File: src/rtl/pu_io_arb.sv
// pu_io_arb: round-robin N-to-1 arbiter onto one pipelined SRAM port.
// Optional PU_IO_ARB_PRIO_EN: requester 0 gets strict priority.
module pu_io_arb #(
  parameter int NUM_REQ    = 8,
  parameter int ADDR_NBITS = 10,
  parameter int DATA_NBITS = 32,
  parameter int RD_LAT     = 2
) (
  input  logic                          clk,
  input  logic                          rst_n,
  input  logic [NUM_REQ-1:0]            io_req,
  input  logic [NUM_REQ-1:0]            io_wr,
  input  logic [NUM_REQ*ADDR_NBITS-1:0] io_addr,
  input  logic [NUM_REQ*DATA_NBITS-1:0] io_wdata,
  output logic [NUM_REQ-1:0]            io_ack,
  output logic [NUM_REQ*DATA_NBITS-1:0] io_ack_data,
  output logic                          mem_rd,
  output logic                          mem_wr,
  output logic [ADDR_NBITS-1:0]         mem_addr,
  output logic [DATA_NBITS-1:0]         mem_wdata,
  input  logic [DATA_NBITS-1:0]         mem_rdata
);

  localparam int IW = $clog2(NUM_REQ);

  logic [NUM_REQ-1:0]    pending;
  logic [NUM_REQ-1:0]    elig;
  logic [NUM_REQ-1:0]    rr_elig;
  logic [NUM_REQ-1:0]    gnt_mask;
  logic [IW-1:0]         rr_ptr;
  logic [IW-1:0]         rr_id;
  logic                  rr_vld;
  logic [IW-1:0]         gnt_id;
  logic                  gnt_vld;
  logic                  ptr_upd;
  logic                  sel_wr;
  logic [ADDR_NBITS-1:0] sel_addr;
  logic [DATA_NBITS-1:0] sel_wdata;

  logic [RD_LAT:0]       pv;
  logic [RD_LAT:0]       pw;
  logic [IW-1:0]         pid [RD_LAT+1];

  // Grant selection: first eligible after rr_ptr, optional prio on 0
  always_comb begin
    elig    = io_req & ~pending;
    rr_elig = elig;
    rr_vld  = 1'b0;
    rr_id   = '0;
`ifdef PU_IO_ARB_PRIO_EN
    rr_elig[0] = 1'b0;
`endif
    for (int k = 1; k <= NUM_REQ; k++) begin
      if (!rr_vld && rr_elig[IW'((int'(rr_ptr) + k) % NUM_REQ)]) begin
        rr_vld = 1'b1;
        rr_id  = IW'((int'(rr_ptr) + k) % NUM_REQ);
      end
    end
    gnt_vld = rr_vld;
    gnt_id  = rr_id;
    ptr_upd = rr_vld;
`ifdef PU_IO_ARB_PRIO_EN
    if (elig[0]) begin
      gnt_vld = 1'b1;
      gnt_id  = '0;
      ptr_upd = 1'b0;
    end
`endif
  end

  // Mux the granted requester's command fields
  always_comb begin
    gnt_mask  = '0;
    sel_wr    = 1'b0;
    sel_addr  = '0;
    sel_wdata = '0;
    for (int i = 0; i < NUM_REQ; i++) begin
      if (gnt_id == IW'(i)) begin
        gnt_mask[i] = gnt_vld;
        sel_wr      = io_wr[i];
        sel_addr    = io_addr[i*ADDR_NBITS +: ADDR_NBITS];
        sel_wdata   = io_wdata[i*DATA_NBITS +: DATA_NBITS];
      end
    end
  end

  // Ack decode from the tail of the completion pipe
  always_comb begin
    io_ack      = '0;
    io_ack_data = '0;
    for (int i = 0; i < NUM_REQ; i++) begin
      if (pv[RD_LAT] && pid[RD_LAT] == IW'(i)) begin
        io_ack[i] = 1'b1;
        if (!pw[RD_LAT]) begin
          io_ack_data[i*DATA_NBITS +: DATA_NBITS] = mem_rdata;
        end
      end
    end
  end

  // Pending flags, rr pointer and SRAM command register
  always_ff @(posedge clk or negedge rst_n) begin
    if (!rst_n) begin
      pending   <= '0;
      rr_ptr    <= IW'(NUM_REQ - 1);
      mem_rd    <= 1'b0;
      mem_wr    <= 1'b0;
      mem_addr  <= '0;
      mem_wdata <= '0;
    end else begin
      pending <= (pending & ~io_ack) | gnt_mask;
      if (ptr_upd) begin
        rr_ptr <= gnt_id;
      end
      mem_rd <= gnt_vld & ~sel_wr;
      mem_wr <= gnt_vld & sel_wr;
      if (gnt_vld) begin
        mem_addr  <= sel_addr;
        mem_wdata <= sel_wdata;
      end
    end
  end

  // Completion pipe: uniform latency for reads and writes
  always_ff @(posedge clk or negedge rst_n) begin
    if (!rst_n) begin
      pv <= '0;
      pw <= '0;
      for (int k = 0; k <= RD_LAT; k++) begin
        pid[k] <= '0;
      end
    end else begin
      pv[0]  <= gnt_vld;
      pw[0]  <= sel_wr;
      pid[0] <= gnt_id;
      for (int k = 1; k <= RD_LAT; k++) begin
        pv[k]  <= pv[k-1];
        pw[k]  <= pw[k-1];
        pid[k] <= pid[k-1];
      end
    end
  end

endmodule

File: config.mk
export PLATFORM = sky130hd
export DESIGN_NAME = pu_io_arb
export DESIGN_NICKNAME = d
export VERILOG_FILES = /design/src/rtl/pu_io_arb.sv
export SDC_FILE = /design/constraint.sdc
export NUM_CORES = 1
export LEC_CHECK = 0
export ABC_AREA = 1
export ABC_CLOCK_PERIOD_IN_PS = 2900
export BUFFER_PORTS_ARGS = -buffer_cell sky130_fd_sc_hd__buf_2
export CAP_MARGIN = 0
export CELL_PAD_IN_SITES_DETAIL_PLACEMENT = 1
export CELL_PAD_IN_SITES_GLOBAL_PLACEMENT = 2
export CORE_AREA = 2 2 269 271
export DETAILED_ROUTE_END_ITERATION = 7
export DIE_AREA = 0 0 271 273
export GPL_TIMING_DRIVEN = 0
export PLACE_DENSITY = 0.71
export SLEW_MARGIN = 0
export SYNTH_ARGS = -nofsm -noshare
export SYNTH_HDL_FRONTEND = slang
export SYNTH_SLANG_ARGS = --single-unit
File: constraint.sdc
create_clock -name clk -period 2.9 [get_ports clk]
set_input_delay 0.29 -clock clk [delete_from_list [all_inputs] [get_ports clk]]
set_output_delay 0.29 -clock clk [all_outputs]
set_load 0.03 [all_outputs]
==> results.py <==
metrics = {
    "detailed_routing": {
        "vias": 11900,
        "wl_per_cell_um": 21.2,
        "drc": 0,
        "postRouteAntennaNets": 0,
        "wirelength_um": 64400,
        "via_per_inst": 3.92,
        "drt_iter0_markers": 365,
        "dr.pass1.iters": 5,
    },
    "logic_synthesis": {
        "synth_nets": 1707,
        "netlist_area_um2": 7320,
        "synth-seq-area-share_pct": 24.0,
        "synth_area_per_cell_um2": 5.55,
        "synth_cell_types": 29,
        "synth_seq_cells": 70,
        "synth_cells": 1319,
        "yosys_warnings": 0,
    },
    "timing": {
        "setup_violations": 52,
        "finalHoldViolations": 0,
        "setup_ws_ps": -673,
        "layout_min_cycle_time_ps": 3570,
        "slew_viol_final": 0,
        "hold_ws_ps": 131,
        "finalCritPeriodShare_pct": 123,
        "skew_ps": 11.5,
        "fmax_mhz": 280,
        "slew_headroom_pct": 57.6,
        "worst_pin_slew_ps": 637,
        "finalSetupTns_ps": -28190,
        "rsz0062_at_grt": "true",
    },
    "floorplanning": {
        "start_util_pct": 10.3,
        "coreArea_um2": 71000,
        "die_w_um": 271,
        "num_rows": 98,
        "die_h_um": 273,
        "die_area_um2": 74000,
        "io_pins": 694,
    },
    "finish": {
        "regArea_um2": 1760,
        "drive_gt1_share_pct": 47.2,
        "area_growth_pct": 90.7,
        "fin_nets": 2468,
        "final_cell_mix": "buf_2 (697), nand2_1 (329), nor2_1 (313)",
        "multi_input_area_um2": 5350,
        "finalInstanceArea_um2": 14000,
        "fillers": 9036,
        "mostFrequentLayoutCell": "buf_2",
        "final_cells": 3039,
    },
    "cts": {
        "clkLatencyLatePin_ps": 380,
        "cts_made_buffers": 9,
        "htreeDepth": 3,
        "clockBufferDepth": 2,
        "cts.sinks": 70,
        "clk_pin_slew_ps": 70,
        "cts_tree": "yes",
        "root_buffer": "clkbuf_16",
    },
    "placement": {
        "gp_congestion": 0.877,
        "io_buffers": 693,
        "placed_area_um2": 12100,
        "place_ws_ps": -1460,
        "dp_hpwl_um": 53500,
        "dp.cells": 2963,
    },
    "job": {
        "max_cap_viol_count": 0,
    },
    "hold_path": {
        "hold_start": "io_wdata[225]",
        "hp-class": "primary input to register",
        "whs_path_depth": 3,
        "hold_end": "mem_wdata[1]$_DFFE_PN0N_",
    },
    "setup_path": {
        "crit_fanout": 10,
        "worstSetupPathType": "register to register",
        "cp.arrival_ps": 3830,
        "reg2reg_from": "rr_ptr[0]$_DFFE_PN1N_",
        "critical_path_required_ps": 3160,
        "worstRegToRegCells": 20,
        "critPathCaptureType": "register",
        "reg2reg_to": "mem_addr[8]$_DFFE_PN0N_",
        "startpoint_type": "register",
        "rrSetupSlack_ps": -670,
    },
    "power": {
        "p_leak_nw": 7.82,
        "irDropWorstVdd_uv": 366,
        "power.density_nw_per_um2": 737,
    },
    "global_route": {
        "grt_max_degree": 48,
        "grt_antenna_before_repair": 9,
        "grt_pass1_vias": 12600,
        "gr-total-overflow": 0,
        "grt_pass1_wl_um": 88900,
        "grt_usage_pct": 16.6,
    },
    "status": {
        "status": "finished with violations",
        "violations": "negative setup slack",
    },
}
-- layer usage --
layer	vias to the layer above	wire (um)	GRT usage [%]
met5	-	58	0
met4	8	2970	8.00
met3	110	3800	3.70
met2	510	34100	31.8
met1	5504	23500	17.0
li1	5771	-	-
-- worst max path at each step --
stage               cells past startpoint                         to             startpoint  slack (ps)
global placement                       22    mem_addr[9]$_DFFE_PN0N_  rr_ptr[0]$_DFFE_PN1N_       -1440
floorplan                              21  mem_wdata[16]$_DFFE_PN0N_  rr_ptr[0]$_DFFE_PN1N_         -80
global route                           22    mem_addr[1]$_DFFE_PN0N_  rr_ptr[0]$_DFFE_PN1N_        -900
detailed placement                     22    mem_addr[9]$_DFFE_PN0N_  rr_ptr[0]$_DFFE_PN1N_       -1460
finish                                 20    mem_addr[8]$_DFFE_PN0N_  rr_ptr[0]$_DFFE_PN1N_        -670
CTS                                    25    mem_addr[8]$_DFFE_PN0N_  rr_ptr[0]$_DFFE_PN1N_        -700
-- state kept, by name, summed over array words and instances (netlist names) --
| register | count |
|---|---|
| mem_wdata | 32 |
| mem_addr | 10 |
| pid | 9 |
| pending | 8 |
| pv | 3 |
| pw | 3 |
| rr_ptr | 3 |
| mem_rd | 1 |
| mem_wr | 1 |
-- cell families after synthesis --
group	count (synthesis)	synth area share, %
AO/OA/AOI/OAI	99	8.20
XOR/XNOR	3	0.718
adder cells (fa/ha/maj)	2	0.342
buffers and inverters	190	11.4
flip-flops	70	24.0
AND/OR/NAND/NOR	955	55.4
-- synthesized netlist by cell type --
| cell type | count | area share, % |
|---|---|---|
| buf_2 | 31 | 2.1 |
| dfstp_2 | 3 | 1.1 |
| nor2_1 | 331 | 17 |
| clkbuf_1 | 43 | 2.2 |
| inv_1 | 90 | 4.6 |
| o21ai_0 | 14 | 0.96 |
| nor2_2 | 4 | 0.34 |
| nand2_4 | 1 | 0.15 |
| xor2_4 | 1 | 0.38 |
| buf_4 | 12 | 1.2 |
| nand2_2 | 4 | 0.34 |
| xor2_2 | 1 | 0.22 |
| nand3_4 | 1 | 0.24 |
| inv_2 | 7 | 0.36 |
| nor2_4 | 5 | 0.77 |
| xnor2_1 | 1 | 0.12 |
| nand3_2 | 4 | 0.55 |
| dfrtp_1 | 67 | 23 |
| buf_1 | 2 | 0.10 |
| o22ai_1 | 2 | 0.17 |
| a22oi_1 | 41 | 4.2 |
| o21ai_1 | 41 | 2.8 |
| ha_1 | 2 | 0.34 |
| nand3_1 | 141 | 9.6 |
| nand4_1 | 54 | 4.6 |
| nor3_1 | 42 | 2.9 |
| buf_6 | 5 | 0.77 |
| nand2_1 | 368 | 19 |
| a21oi_1 | 1 | 0.068 |
-- timing repair --
action / CTS / global route
hold buffers: 1 / 0
resized for setup: 157 / 132
pin swaps: 38 / 66
gates cloned: 3 / 3
setup endpoints to repair: 56 / 73
hold endpoints to repair: 23 / 0
buffers inserted: 42 / 10
-- metrics by stage --
stage               util (%)  power, mW
detailed placement      17.1       8.52
floorplan                  -       5.57
finish                  19.7       10.3
global route            19.7       11.2
global placement        17.0       8.49
CTS                     18.9       10.3
-- power breakdown --
part           switching [mW]  internal (mW)  total [mW]
combinational            5.23           2.33        7.55
sequential              0.191           1.39        1.58
clock                   0.569          0.592        1.16
-- final cells by class --
class	instances	area share, %
Clock inverter	7	0.394
Tap cell	950	8.51
Inverter	97	2.85
Timing Repair Buffer	752	29.9
Antenna cell	4	0.0717
Clock buffer	9	1.61
Buffer	91	5.74
Sequential cell	70	12.6
Multi-Input combinational cell	1059	38.3
-- critical path, stage by stage (launching register included) --
cell	delay [ps]
dfstp_2	600
inv_4	50
buf_12	130
ha_4	350
nand3_4	130
nand3_4	120
nand2_4	70
nor2_4	100
nand4_1	130
nor2_4	230
nand4_1	230
nand3_4	230
nor2_4	80
buf_12	160
buf_6	150
nand3_1	80
nand2_2	90
inv_2	50
nand4_1	100
o21ai_2	260
nand2_1	80
No activity file was read; power rests on OpenSTA's default activity.
